==> src/rtl/nap_eth_tx_pkt_gen.sv <==
// Fixed-length Ethernet frame generator feeding the TX stream of an Ethernet NAP.
// Optional error injection port enabled by defining ACX_PKT_GEN_ERR_INJ_EN.
module nap_eth_tx_pkt_gen #(
    parameter int DATA_WIDTH = 256,
    parameter int MOD_WIDTH  = 5,
    parameter int ADDR_WIDTH = 4,
    parameter logic [ADDR_WIDTH-1:0] DEST_ADDR = 4'hf,
    parameter int LEN_WIDTH  = 14,
    parameter int IPG_CYCLES = 2
) (
    input  logic                  i_clk,
    input  logic                  i_reset,
    input  logic                  i_start,
    input  logic                  i_stop,
    input  logic [LEN_WIDTH-1:0]  i_pkt_len,
    input  logic [31:0]           i_num_pkts,
    input  logic                  i_ready,
`ifdef ACX_PKT_GEN_ERR_INJ_EN
    input  logic                  i_err_inject,
`endif
    output logic                  o_valid,
    output logic                  o_sop,
    output logic                  o_eop,
    output logic [DATA_WIDTH-1:0] o_data,
    output logic [MOD_WIDTH-1:0]  o_mod,
    output logic [ADDR_WIDTH-1:0] o_addr,
    output logic [29:0]           o_flags,
    output logic [29:0]           o_timestamp,
    output logic                  o_busy,
    output logic                  o_done,
    output logic [31:0]           o_pkt_count
);
    localparam int NB  = DATA_WIDTH / 8;
    localparam int NBW = $clog2(NB);
    localparam int BW  = LEN_WIDTH + NBW;
    localparam int GW  = (IPG_CYCLES > 1) ? $clog2(IPG_CYCLES) : 1;

    typedef enum logic [1:0] {S_IDLE, S_SEND, S_GAP, S_DONE} state_t;

    state_t                state, nstate;
    logic [LEN_WIDTH-1:0]  len_q, lenc, g_len, g_beat, beat_q, blast;
    logic [LEN_WIDTH:0]    lsum;
    logic [31:0]           num_q;
    logic [16:0]           seq_q, g_seq;
    logic [GW-1:0]         gap_q;
    logic [29:0]           ts_cnt;
    logic                  stop_q, err_cur, pend_eff;
    logic                  xfer, last, stop_eff, fin, gap_end;
    logic                  launch, adv, g_eop, g_err;
    logic [DATA_WIDTH-1:0] g_data;
    logic [BW-1:0]         k;

    assign o_addr   = DEST_ADDR;
    assign xfer     = o_valid & i_ready;
    assign last     = xfer & o_eop;
    assign stop_eff = stop_q | i_stop;
    assign fin      = ((num_q != 32'd0) && (o_pkt_count + 32'd1 == num_q)) || stop_eff;
    assign gap_end  = (gap_q == GW'(IPG_CYCLES - 1));
    assign lenc     = (i_pkt_len < LEN_WIDTH'(64)) ? LEN_WIDTH'(64) : i_pkt_len;

`ifdef ACX_PKT_GEN_ERR_INJ_EN
    logic err_pend;
    assign pend_eff = err_pend | i_err_inject;

    always_ff @(posedge i_clk or posedge i_reset) begin
        if (i_reset) err_pend <= 1'b0;
        else         err_pend <= launch ? 1'b0 : pend_eff;
    end
`else
    assign pend_eff = 1'b0;
`endif

    always_ff @(posedge i_clk or posedge i_reset) begin
        if (i_reset) state <= S_IDLE;
        else         state <= nstate;
    end

    always_comb begin
        nstate = state;
        unique case (state)
            S_IDLE: if (i_start) nstate = S_SEND;
            S_SEND: if (last) nstate = fin ? S_DONE :
                                (IPG_CYCLES == 0) ? S_SEND : S_GAP;
            S_GAP:  if (gap_end) nstate = stop_eff ? S_DONE : S_SEND;
            S_DONE: nstate = S_IDLE;
        endcase
    end

    // Select which beat gets loaded into the output registers next.
    always_comb begin
        launch = 1'b0;
        adv    = 1'b0;
        g_seq  = seq_q;
        g_len  = len_q;
        g_beat = beat_q + LEN_WIDTH'(1);
        unique case (state)
            S_IDLE: if (i_start) begin
                launch = 1'b1;
                g_seq  = 17'd0;
                g_len  = lenc;
            end
            S_SEND: begin
                if (last && !fin && IPG_CYCLES == 0) begin
                    launch = 1'b1;
                    g_seq  = seq_q + 17'd1;
                end
                adv = xfer & ~o_eop;
            end
            S_GAP:  launch = gap_end & ~stop_eff;
            S_DONE: ;
        endcase
        if (launch) g_beat = '0;
        g_err = launch ? pend_eff : err_cur;
        lsum  = {1'b0, g_len} + (LEN_WIDTH+1)'(NB - 1);
        blast = LEN_WIDTH'(lsum >> NBW) - LEN_WIDTH'(1);
        g_eop = (g_beat == blast);
        k     = '0;
        for (int j = 0; j < NB; j++) begin
            k = {g_beat, NBW'(j)};
            g_data[j*8 +: 8] = (k < BW'(g_len)) ? (k[7:0] + g_seq[7:0]) : 8'h00;
        end
        if (launch && g_err) g_data[7:0] = ~g_data[7:0];
    end

    always_ff @(posedge i_clk or posedge i_reset) begin
        if (i_reset) begin
            o_valid     <= 1'b0;
            o_sop       <= 1'b0;
            o_eop       <= 1'b0;
            o_data      <= '0;
            o_mod       <= '0;
            o_flags     <= '0;
            o_timestamp <= '0;
            o_busy      <= 1'b0;
            o_done      <= 1'b0;
            o_pkt_count <= '0;
            len_q       <= '0;
            num_q       <= '0;
            seq_q       <= '0;
            beat_q      <= '0;
            gap_q       <= '0;
            ts_cnt      <= '0;
            stop_q      <= 1'b0;
            err_cur     <= 1'b0;
        end else begin
            ts_cnt <= ts_cnt + 30'd1;
            o_busy <= (nstate == S_SEND) || (nstate == S_GAP);
            o_done <= (nstate == S_DONE);
            gap_q  <= (state == S_GAP) ? gap_q + GW'(1) : '0;
            if (state == S_IDLE && i_start) begin
                len_q       <= lenc;
                num_q       <= i_num_pkts;
                seq_q       <= '0;
                o_pkt_count <= '0;
                stop_q      <= i_stop;
            end else if (state == S_SEND || state == S_GAP) begin
                stop_q <= stop_eff;
            end
            if (last) begin
                o_pkt_count <= o_pkt_count + 32'd1;
                seq_q       <= seq_q + 17'd1;
            end
            if (launch || adv) begin
                o_valid <= 1'b1;
                o_sop   <= launch;
                o_eop   <= g_eop;
                o_data  <= g_data;
                o_mod   <= g_eop ? g_len[MOD_WIDTH-1:0] : '0;
                o_flags <= {g_seq, 10'd0, 1'b1, 1'b1, g_err};
                beat_q  <= g_beat;
            end else if (last) begin
                o_valid <= 1'b0;
                o_sop   <= 1'b0;
                o_eop   <= 1'b0;
            end
            if (launch) begin
                o_timestamp <= ts_cnt;
                err_cur     <= g_err;
            end
        end
    end
endmodule

==> config.mk <==
export PLATFORM = sky130hd
export DESIGN_NAME = nap_eth_tx_pkt_gen
export DESIGN_NICKNAME = d
export VERILOG_FILES = /design/src/rtl/nap_eth_tx_pkt_gen.sv
export SDC_FILE = /design/constraint.sdc
export NUM_CORES = 1
export LEC_CHECK = 0
export CORE_MARGIN = 5
export CORE_UTILIZATION = 57
export CTS_CLUSTER_DIAMETER = 60
export DETAILED_ROUTE_END_ITERATION = 8
export DONT_BUFFER_PORTS = 1
export PLACE_DENSITY = 0.82
export SLEW_MARGIN = 20
export SYNTH_ARGS = -nofsm -noshare
export SYNTH_HDL_FRONTEND = slang
export SYNTH_SLANG_ARGS = --single-unit
export TNS_END_PERCENT = 30
==> constraint.sdc <==
create_clock -name i_clk -period 33.4 [get_ports i_clk]
set_input_delay 3.34 -clock i_clk [delete_from_list [all_inputs] [get_ports i_clk]]
set_output_delay 3.34 -clock i_clk [all_outputs]
set_load 0.01 [all_outputs]
==> reports/summary.md, run 1 <==
The horizontal extent of the die works out to 210.3 um. The routing usage on met1 is 40.78%. The peak-usage layer in the global routing report was met2. The actual transition at the worst max-transition pin was 1.079 ns.

The initial antenna violation count was 0. STA puts the critical path data required time at 33.86 ns. The tools report the sequential-to-total area share from yosys stat as 50.24%. The tools report the buffer cell driving the clock tree root as sky130_fd_sc_hd__clkbuf_16.

At the end of routability-driven placement, the weighted congestion stood at 1.000. The slowest library cell on the worst path was sky130_fd_sc_hd__o21ai_1. The run gives 53.27 mm as the half-perimeter wire length of the detailed placement result. In the finished design, the share of the clock period the worst path needs comes to 21.31%. The run gives 0 as the post-cts repair resize count.

Counting I/O delays and the setup requirement, the final critical path takes 7.118 ns. The proportion of layout cells with a drive suffix above 1 was 6.415%. Walking the worst path, the cells encountered are nor4bb_1 > or2_2 > nor2_1 > ha_1 > nand4_1 > nor2_1 > nand2_1 > nand4bb_1 > o21ai_1 > o21ai_0. The number of vias per cell is 6.365, and the wire length reported by the detailed router is 75.64 mm.

The area taken by multi-input logic gates was 0.01059 sq mm; the number of cells produced by synthesis was 2490. In this design, the largest share of critical-path delay is due to simple AND/OR/NAND/NOR gates. The final global-route overflow total is 0, and the mean area per synthesized cell is 9.181 sq um. The total standard cell area after synthesis is 0.02286 sq mm.

Peak fanout along the critical path: 44. The floorplan step defined a die boundary enclosing 0.04421 sq mm. The number of inserted filler cells in the final layout was 3194; the instance area at placement was 0.02314 sq mm. The critical path contains buffers and inverters numbering 0 combined. The number of maximum-capacitance constraint violations was 0; the count of final hold-check violations was 0.

Summed over all cells, the static leakage comes to 11.30 nW. Via count of the first global-routing pass: 18777. The accumulated negative setup slack is 0 ns. The number of different library cells used by synthesis comes to 74. The row count was 73; the delay of the slowest cell on the worst path was 0.85 ns. Registers take 0.01149 sq mm.

The logs give 0 for the total of endpoints with negative setup slack in the final report and 0 for the number of slew-limit violations in the final report. Timing analysis after detailed placement gives a worst setup slack of 25.67 ns. The worst setup path is captured at a flip-flop.

The worst setup path is of the input port to flip-flop kind. In the global route stage, met2 resource usage came out at 52.96%. Entering global routing, the biggest net connects 173 pins. The overall fraction of global-route tracks in use is 33.18%.

The clock latency of the later-clocked register in the worst-skew pair was 0.63 ns; the total of hold buffers inserted after clock tree synthesis was 0. Data on the critical path arrives at its endpoint at 7.58 ns. The first global-routing pass estimated 114.5 mm of wire.

For this run, the leading register cell type out of synthesis is sky130_fd_sc_hd__dfrtp_1. Once the clock tree was built, the setup fixing pass inserted 0 buffers. In the synthesized netlist the async set-or-reset flop fraction comes to 100.0%. Kind of launch point of the worst setup path: an input port. Setup repair after global routing left no endpoint under its margin.

In this run the tool buffered the top-level ports with 0 buffer cells. The first routing iteration left 2338 violations. The clock input transition at the sequential cells of the worst setup and hold paths was 0.07 ns. The register bit count reported by yosys is 459, and the number of buffers created by CTS is 50. TritonCTS built the clock tree. From bottom edge to top edge, the die measures 210.3 um.

For this design the ratio of total power to cell area is 46.72 mW/mm^2. For this design the top-level I/O count stands at 413. The routed layout has 19025 vias. The worst pin sits at a relative slew slack of 28.03%. CTS built an H-tree with a depth of 2. Once detail routing completed, the nets flagged for antenna violations numbered 0. For this run, the post-layout net count is 2516.

Compared with the post-synthesis result, the final layout area differs by 9.298%. The logs give 0.02499 sq mm for the final standard cell area without fillers and 3 for the deepest clock path buffer count. For this configuration, the core starts out at a cell density of 57.54%.

The number of iterations in the first detailed-routing pass is 6, and the count of flip-flops with a built-in enable after synthesis is 0. The CTS sink count was 459; the DRC violation count after routing was 0. The run gives 140.5 MHz as the fmax.

IR analysis of the VDD net gives a maximum drop of 0.04324 mV. The total area inside the core boundary comes to 0.03973 sq mm. During synthesis, Yosys emitted a total of 0 warnings. The flow ran to the end, and the final reports show no timing, DRC or antenna violations. In the global route stage, met3 resource usage came out at 10.39%. Setup slack after layout: 26.28 ns. The run gives 0.05483 ns as the worst-case clock skew. The worst hold path belongs to the class flip-flop to flip-flop. The library cell appearing most often on the critical path is sky130_fd_sc_hd__nor2_1.

The average wire length per cell after detail routing is 25.31 um.
[routing by layer]
metal	vias up	wire, um	share of wire, %
met5	-	0	0
li1	8393	-	-
met4	0	4717	6.2
met1	9324	27230	36
met3	251	8349	11
met2	1057	35350	47
[placed cells by master, fill, tap and decap left out, types with 28 or more instances in the layout]
| cell | instances |
|---|---|
| sky130_fd_sc_hd__xnor2_1 | 129 |
| sky130_fd_sc_hd__o31ai_1 | 126 |
| sky130_fd_sc_hd__a21oi_1 | 73 |
| sky130_fd_sc_hd__xor2_1 | 85 |
| sky130_fd_sc_hd__inv_1 | 48 |
| sky130_fd_sc_hd__nand3_1 | 73 |
| sky130_fd_sc_hd__o21ai_0 | 234 |
| sky130_fd_sc_hd__nand4_1 | 28 |
| sky130_fd_sc_hd__nor2_1 | 94 |
| sky130_fd_sc_hd__nand2_1 | 634 |
| sky130_fd_sc_hd__dfrtp_1 | 459 |
| sky130_fd_sc_hd__clkbuf_16 | 50 |
| sky130_fd_sc_hd__ha_1 | 37 |
[state kept, by name, indices dropped and copies added (netlist names)]
name and cells:
o_sop 1, o_timestamp 30, o_mod 5, ts_cnt 30, err_cur 1, state 2
o_data 256, o_valid 1, seq_q 17, o_eop 1, o_pkt_count 32, stop_q 1
o_busy 1, o_flags 19, beat_q 14, o_done 1, len_q 14, num_q 32
gap_end 1
[through the flow]
step,std cells,hold slack (ns),util [%],power [mW]
2_1_floorplan,2502,0.4446,-,0.5772
3_3_place_gp,2895,0.4623,58.25,0.5788
3_5_place_dp,2895,0.4682,58.25,0.5791
4_1_cts,2986,0.4791,62.74,1.173
5_1_grt,2988,0.4924,62.88,1.199
6_report,2989,0.4749,62.89,1.167
[cells in the mapped netlist (4+ instances only)]
cell type                   instances  area share [%]
sky130_fd_sc_hd__a211oi_1           5            0.16
sky130_fd_sc_hd__a21o_1            10            0.33
sky130_fd_sc_hd__a21oi_1           73             1.6
sky130_fd_sc_hd__a22o_1            20            0.77
sky130_fd_sc_hd__a22oi_1            6            0.20
sky130_fd_sc_hd__a31oi_1           20            0.55
sky130_fd_sc_hd__a32o_1             5            0.22
sky130_fd_sc_hd__and2_1            16            0.44
sky130_fd_sc_hd__and3_1            22            0.60
sky130_fd_sc_hd__and4_1             8            0.31
sky130_fd_sc_hd__buf_1             17            0.28
sky130_fd_sc_hd__buf_2             13            0.28
sky130_fd_sc_hd__buf_4             18            0.59
sky130_fd_sc_hd__clkbuf_1         109             1.8
sky130_fd_sc_hd__dfrtp_1          459              50
sky130_fd_sc_hd__ha_1              39             2.1
sky130_fd_sc_hd__inv_1             49            0.80
sky130_fd_sc_hd__mux2i_1           21            0.92
sky130_fd_sc_hd__nand2_1          636              10
sky130_fd_sc_hd__nand2b_1          10            0.27
sky130_fd_sc_hd__nand3_1           74             1.6
sky130_fd_sc_hd__nand4_1           28            0.77
sky130_fd_sc_hd__nor2_1            96             1.6
sky130_fd_sc_hd__nor2b_1            5            0.14
sky130_fd_sc_hd__nor3_1            13            0.28
sky130_fd_sc_hd__nor4_1            19            0.52
sky130_fd_sc_hd__o2111ai_1          4            0.15
sky130_fd_sc_hd__o211ai_1           6            0.20
sky130_fd_sc_hd__o21a_1             4            0.13
sky130_fd_sc_hd__o21ai_0          234             5.1
sky130_fd_sc_hd__o21ai_1           10            0.22
sky130_fd_sc_hd__o21ai_2           15            0.57
sky130_fd_sc_hd__o22ai_1            6            0.16
sky130_fd_sc_hd__o31ai_1          126             4.1
sky130_fd_sc_hd__o41ai_1            6            0.23
sky130_fd_sc_hd__or2_2              6            0.16
sky130_fd_sc_hd__or3_1             10            0.27
sky130_fd_sc_hd__or4_1              4            0.13
sky130_fd_sc_hd__xnor2_1          129             4.9
sky130_fd_sc_hd__xor2_1            85             3.3
[kinds of logic after synthesis]
| logic type | count (synthesis) | synth area share (%) |
|---|---|---|
| DFF | 459 | 50.24 |
| muxes | 24 | 1.067 |
| adders and majority gates | 42 | 2.353 |
| AOI/OAI and AO/OA | 578 | 15.94 |
| other | 2 | 0.03285 |
| buffers and inverters | 210 | 3.826 |
| xor gates and xnor gates | 217 | 8.494 |
| and+or+nand+nor | 958 | 18.05 |
[report_power, final]
group / switching, mW / internal, mW
Sequential: 0.00000000000000000638 / 0.556
Combinational: 0.0116 / 0.00139
Clock: 0.242 / 0.357
[final timing paths]
check	from	end	slack, ns	cells after the start
max in group asynchronous	i_reset	len_q[5]	28.80	5
setup reg to reg	state[0]	o_data[16]	28.18	12
hold / removal	ts_cnt[29]	ts_cnt[29]	0.47	1
setup / recovery	i_stop	o_data[16]	26.28	10
hold reg to reg	ts_cnt[29]	ts_cnt[29]	0.47	1
min in group asynchronous	i_reset	o_data[122]	2.70	1
[layout make-up]
type | count | share of cell area, %
Antenna cell | 1 | 0.01001
Clock buffer | 61 | 5.333
Clock inverter | 30 | 1.798
Inverter | 51 | 0.7962
Multi-Input combinational cell | 1833 | 42.37
Sequential cell | 459 | 45.97
Tap cell | 525 | 2.629
Timing Repair Buffer | 29 | 1.097
Note: power is estimated with default switching activity, not from simulation.
==> run 2: changes to the inputs <==
PLACE_DENSITY = 0.85   (was 0.82)
clock period = 5.75 ns   (was 33.4 ns; I/O delays follow)
==> run 2 against run 1 <==
  * Critical path depth is 3 higher
  * Routed wire length is 1.7% higher
  * Cell count hardly changed
  * Register-to-register slack worse by 28 ns
  * Sequential cell count stayed put
  * Largest power group unchanged
==> reports/summary.md, run 2 (same netlist as run 1, synthesis figures left out) <==
The worst setup path is launched from a flip-flop. For the total of endpoints with negative setup slack in the final report, the log shows 0. The global-route wire length before repair is 116.4 mm.

Post-route clock period utilization: 88.95%. The area growth from synthesis to layout was 8.893%; the length in cells of the worst reg-to-reg path was 13. Dividing total power by cell area gives a power density of 264.5 mW/mm^2. Based on the critical path, the design can be clocked at up to 195.5 MHz. The accumulated negative setup slack is 0 ns, and the initial antenna violation count is 0. For the final database, setup skew stands at 0.03457 ns.

In this run the top signal layer used is met4. Counting the fill cells in the layout gives 3194. Before CTS, the worst setup slack after placement is 0.6821 ns. The tools report the terminating pin of the worst hold path as num_q[16]. The run finished with clean final reports. In this run the register-to-register setup slack is 0.64 ns. The internal portion of the total power is 5.167 mW. The logs give 0.9675 for the placer's final routability congestion estimate and 0 for the final global-route overflow total.

Measured against its own limit, the worst slew margin works out to 25.68%. The hold path depth works out to 2. Floorplan core area: 0.03973 sq mm. In this run the vertical extent of the chip is 210.3 um. Across all setup checks in the final design, the least slack found is 0.6355 ns. In this run the most critical hold path is launched from i_num_pkts[16]. In the layout the commonest cells are 634 x sky130_fd_sc_hd__nand2_1, 459 x sky130_fd_sc_hd__dfrtp_1, 234 x sky130_fd_sc_hd__o21ai_0. STA classifies the critical path endpoint as a flip-flop. Entering global routing, the biggest net connects 158 pins. The tool flagged a number of max-cap violations equal to 0.

The run gives 3 as the deepest clock path buffer count. After detailed routing, the average wire length per cell comes to 25.73 um. For the post-CTS setup-driven buffer insertion count, the log shows 0. In this run the static leakage power is 11.27 nW. The tools report the number of buffers created by CTS as 50. Clock latency of the later-clocked register in the worst-skew pair: 0.60 ns. The run gives 2523 as the total number of nets in the final design. The number of iterations in the first detailed-routing pass is 8.

The clock net in this run drives a total of 459 sinks. Of all nets on the critical path, the largest fanout is 39. For the number of slew-limit violations in the final report, the log shows 0.

The library cell used most frequently in the layout, excluding fill and tap cells, is sky130_fd_sc_hd__nand2_1. Switching part of the total power: 21.54%. For the portion of total power attributed to combinational logic, the log shows 1.1%.

Endpoint of the worst-slack reg-to-reg timing path: o_data[130]. In the detailed route, the total length drawn on met3 is 9.357 mm. The post-detailed-route count of antenna-violating nets is 0, and the final standard cell area without fillers is 0.02490 sq mm. The initial utilization of the core area, before any placement, comes to 57.54%. The run gives 0 as the count of final hold-check violations.

The register ranked first by flip-flop count was o_data. Setup repair after global routing left no endpoint under its margin. The floorplan step defined a die boundary enclosing 0.04421 sq mm.

The met2 routed wirelength is 36.34 mm, and the row count is 73. The number of antenna diodes in the final layout is 0. The DRC violation count after routing is 0, and the flip-flop count of the largest register after layout is 256. TritonCTS built the clock tree.

The routed design has 76.95 mm of wire. The logs give 6.19 ns for the required time at the worst-slack endpoint and 2326 for the initial DRC count. The run gives 0.2274 mV as the peak supply drop. The reg-to-reg critical path startpoint is state[0]. Tracing the worst setup path back leads to its startpoint at state[0].

STA puts the critical path data arrival time at 5.55 ns. In the final routing, the length of wire on met1 measures 26.86 mm. The count of buffers added on input and output ports is 0. The logs give 54.51 mm for the half-perimeter wire length of the detailed placement result and 1.418 mW for the net switching power figure. In this run, flip-flops and latches consume 49.1% of the power. Clock tree synthesis selected as its root buffer the cell sky130_fd_sc_hd__clkbuf_16. Class of the worst hold path: input port to flip-flop. In this run the cell area measured after placement is 0.02324 sq mm. The proportion of layout cells with a drive suffix above 1 works out to 6.285%. Share of power burned in the clock network: 49.8%. Start-to-end type of the worst setup path: flip-flop to flip-flop.

Clock input transition at the sequential cells of the worst setup and hold paths: 0.06 ns. Using the TritonRoute via totals, the vias-per-cell ratio works out to 6.446. In this run the horizontal extent of the chip is 210.3 um. The tools report the via count of the first global-routing pass as 19004. The tools report the number of ports placed on the die boundary as 413. The run gives 33.73% as the overall fraction of global-route tracks in use. The largest registers in the layout are o_data x256, num_q x32, o_pkt_count x32. For the pin with the worst max-slew slack, the measured transition is 1.107 ns. The clock tree synthesis step divided the H-tree into 2 levels.

Across all layers, the routed design uses 19281 vias. For the finished layout, the period the worst path requires is 5.114 ns. Counting tap cells, the placed design contains a total of 2903 instances. The finished layout holds 2991 standard cells, fillers aside.
-- run 2: changes by cell type in the layout (fill, tap and decap cells not counted), sizes merged, moves of 4 or more --
cell,change
clkbuf,+8
buf,+6
clkinv,-6
bufinv,-4
-- run 2: per-layer routing --
layer,up-vias,track usage [%]
met2,1195,54.97
met4,0,16.76
met1,9426,40.22
li1,8377,-
met3,283,11.46
met5,-,0
-- run 2: worst max-delay path by stage --
stage                       end  slack (ns)  depth (start not counted)
finish              o_data[130]        0.64                         13
global route        o_data[129]        0.34                         13
CTS                 o_data[135]        0.67                         13
detailed placement  o_data[134]        0.68                         13
global placement    o_data[128]        0.86                         13
floorplan             beat_q[0]       -1.04                          1
-- run 2: cell type report --
type / instances / area [sq um] / area share, %
sequential: 459 / 11490 / 46.14
clock inverter: 18 / 242.7 / 0.9750
clock buffer: 69 / 1404 / 5.639
tap: 525 / 656.9 / 2.639
timing repair buffer: 36 / 322.8 / 1.297
inverter: 51 / 195.2 / 0.7840
multi-input combinational: 1833 / 10590 / 42.53
-- run 2: per-stage QoR --
| stage | hold slack [ns] | total power [mW] | utilization (%) |
|---|---|---|---|
| 2_1_floorplan | 0.4446 | 3.354 | - |
| 3_3_place_gp | 0.4641 | 3.363 | 58.49 |
| 3_5_place_dp | 0.4739 | 3.366 | 58.49 |
| 4_1_cts | 0.06931 | 6.628 | 62.66 |
| 5_1_grt | 0.08919 | 6.766 | 62.66 |
| 6_report | 0.09766 | 6.585 | 62.66 |
-- run 2: power by group through the flow --
stage / clock, mW / sequential, mW / combinational [mW]
after floorplan: 0 / 3.29 / 0.0613
after global placement: 0 / 3.29 / 0.0744
after detailed placement: 0 / 3.29 / 0.0767
after CTS: 3.32 / 3.23 / 0.0776
after global routing: 3.45 / 3.23 / 0.0885
final: 3.28 / 3.23 / 0.0735
-- run 2: worst max-delay path: stages, from the launching register on --
cell                       delay [ns]
sky130_fd_sc_hd__dfrtp_1         0.41
sky130_fd_sc_hd__inv_1           0.14
sky130_fd_sc_hd__ha_1            0.22
sky130_fd_sc_hd__nor4bb_1        0.79
sky130_fd_sc_hd__or2_2           0.32
sky130_fd_sc_hd__buf_4           0.37
sky130_fd_sc_hd__nor2_1          0.18
sky130_fd_sc_hd__ha_1            0.33
sky130_fd_sc_hd__nand3_1         0.10
sky130_fd_sc_hd__and2b_1         0.35
sky130_fd_sc_hd__nand3_1         0.61
sky130_fd_sc_hd__or3_1           0.64
sky130_fd_sc_hd__o21ai_2         0.35
sky130_fd_sc_hd__o21ai_0         0.14
-- run 2: what timing repair did --
| action | CTS | global route |
|---|---|---|
| setup endpoints to repair | 0 | 0 |
| hold endpoints to repair | 18 | 0 |
| hold buffers | 1 | 0 |
| resized for setup | 0 | 0 |
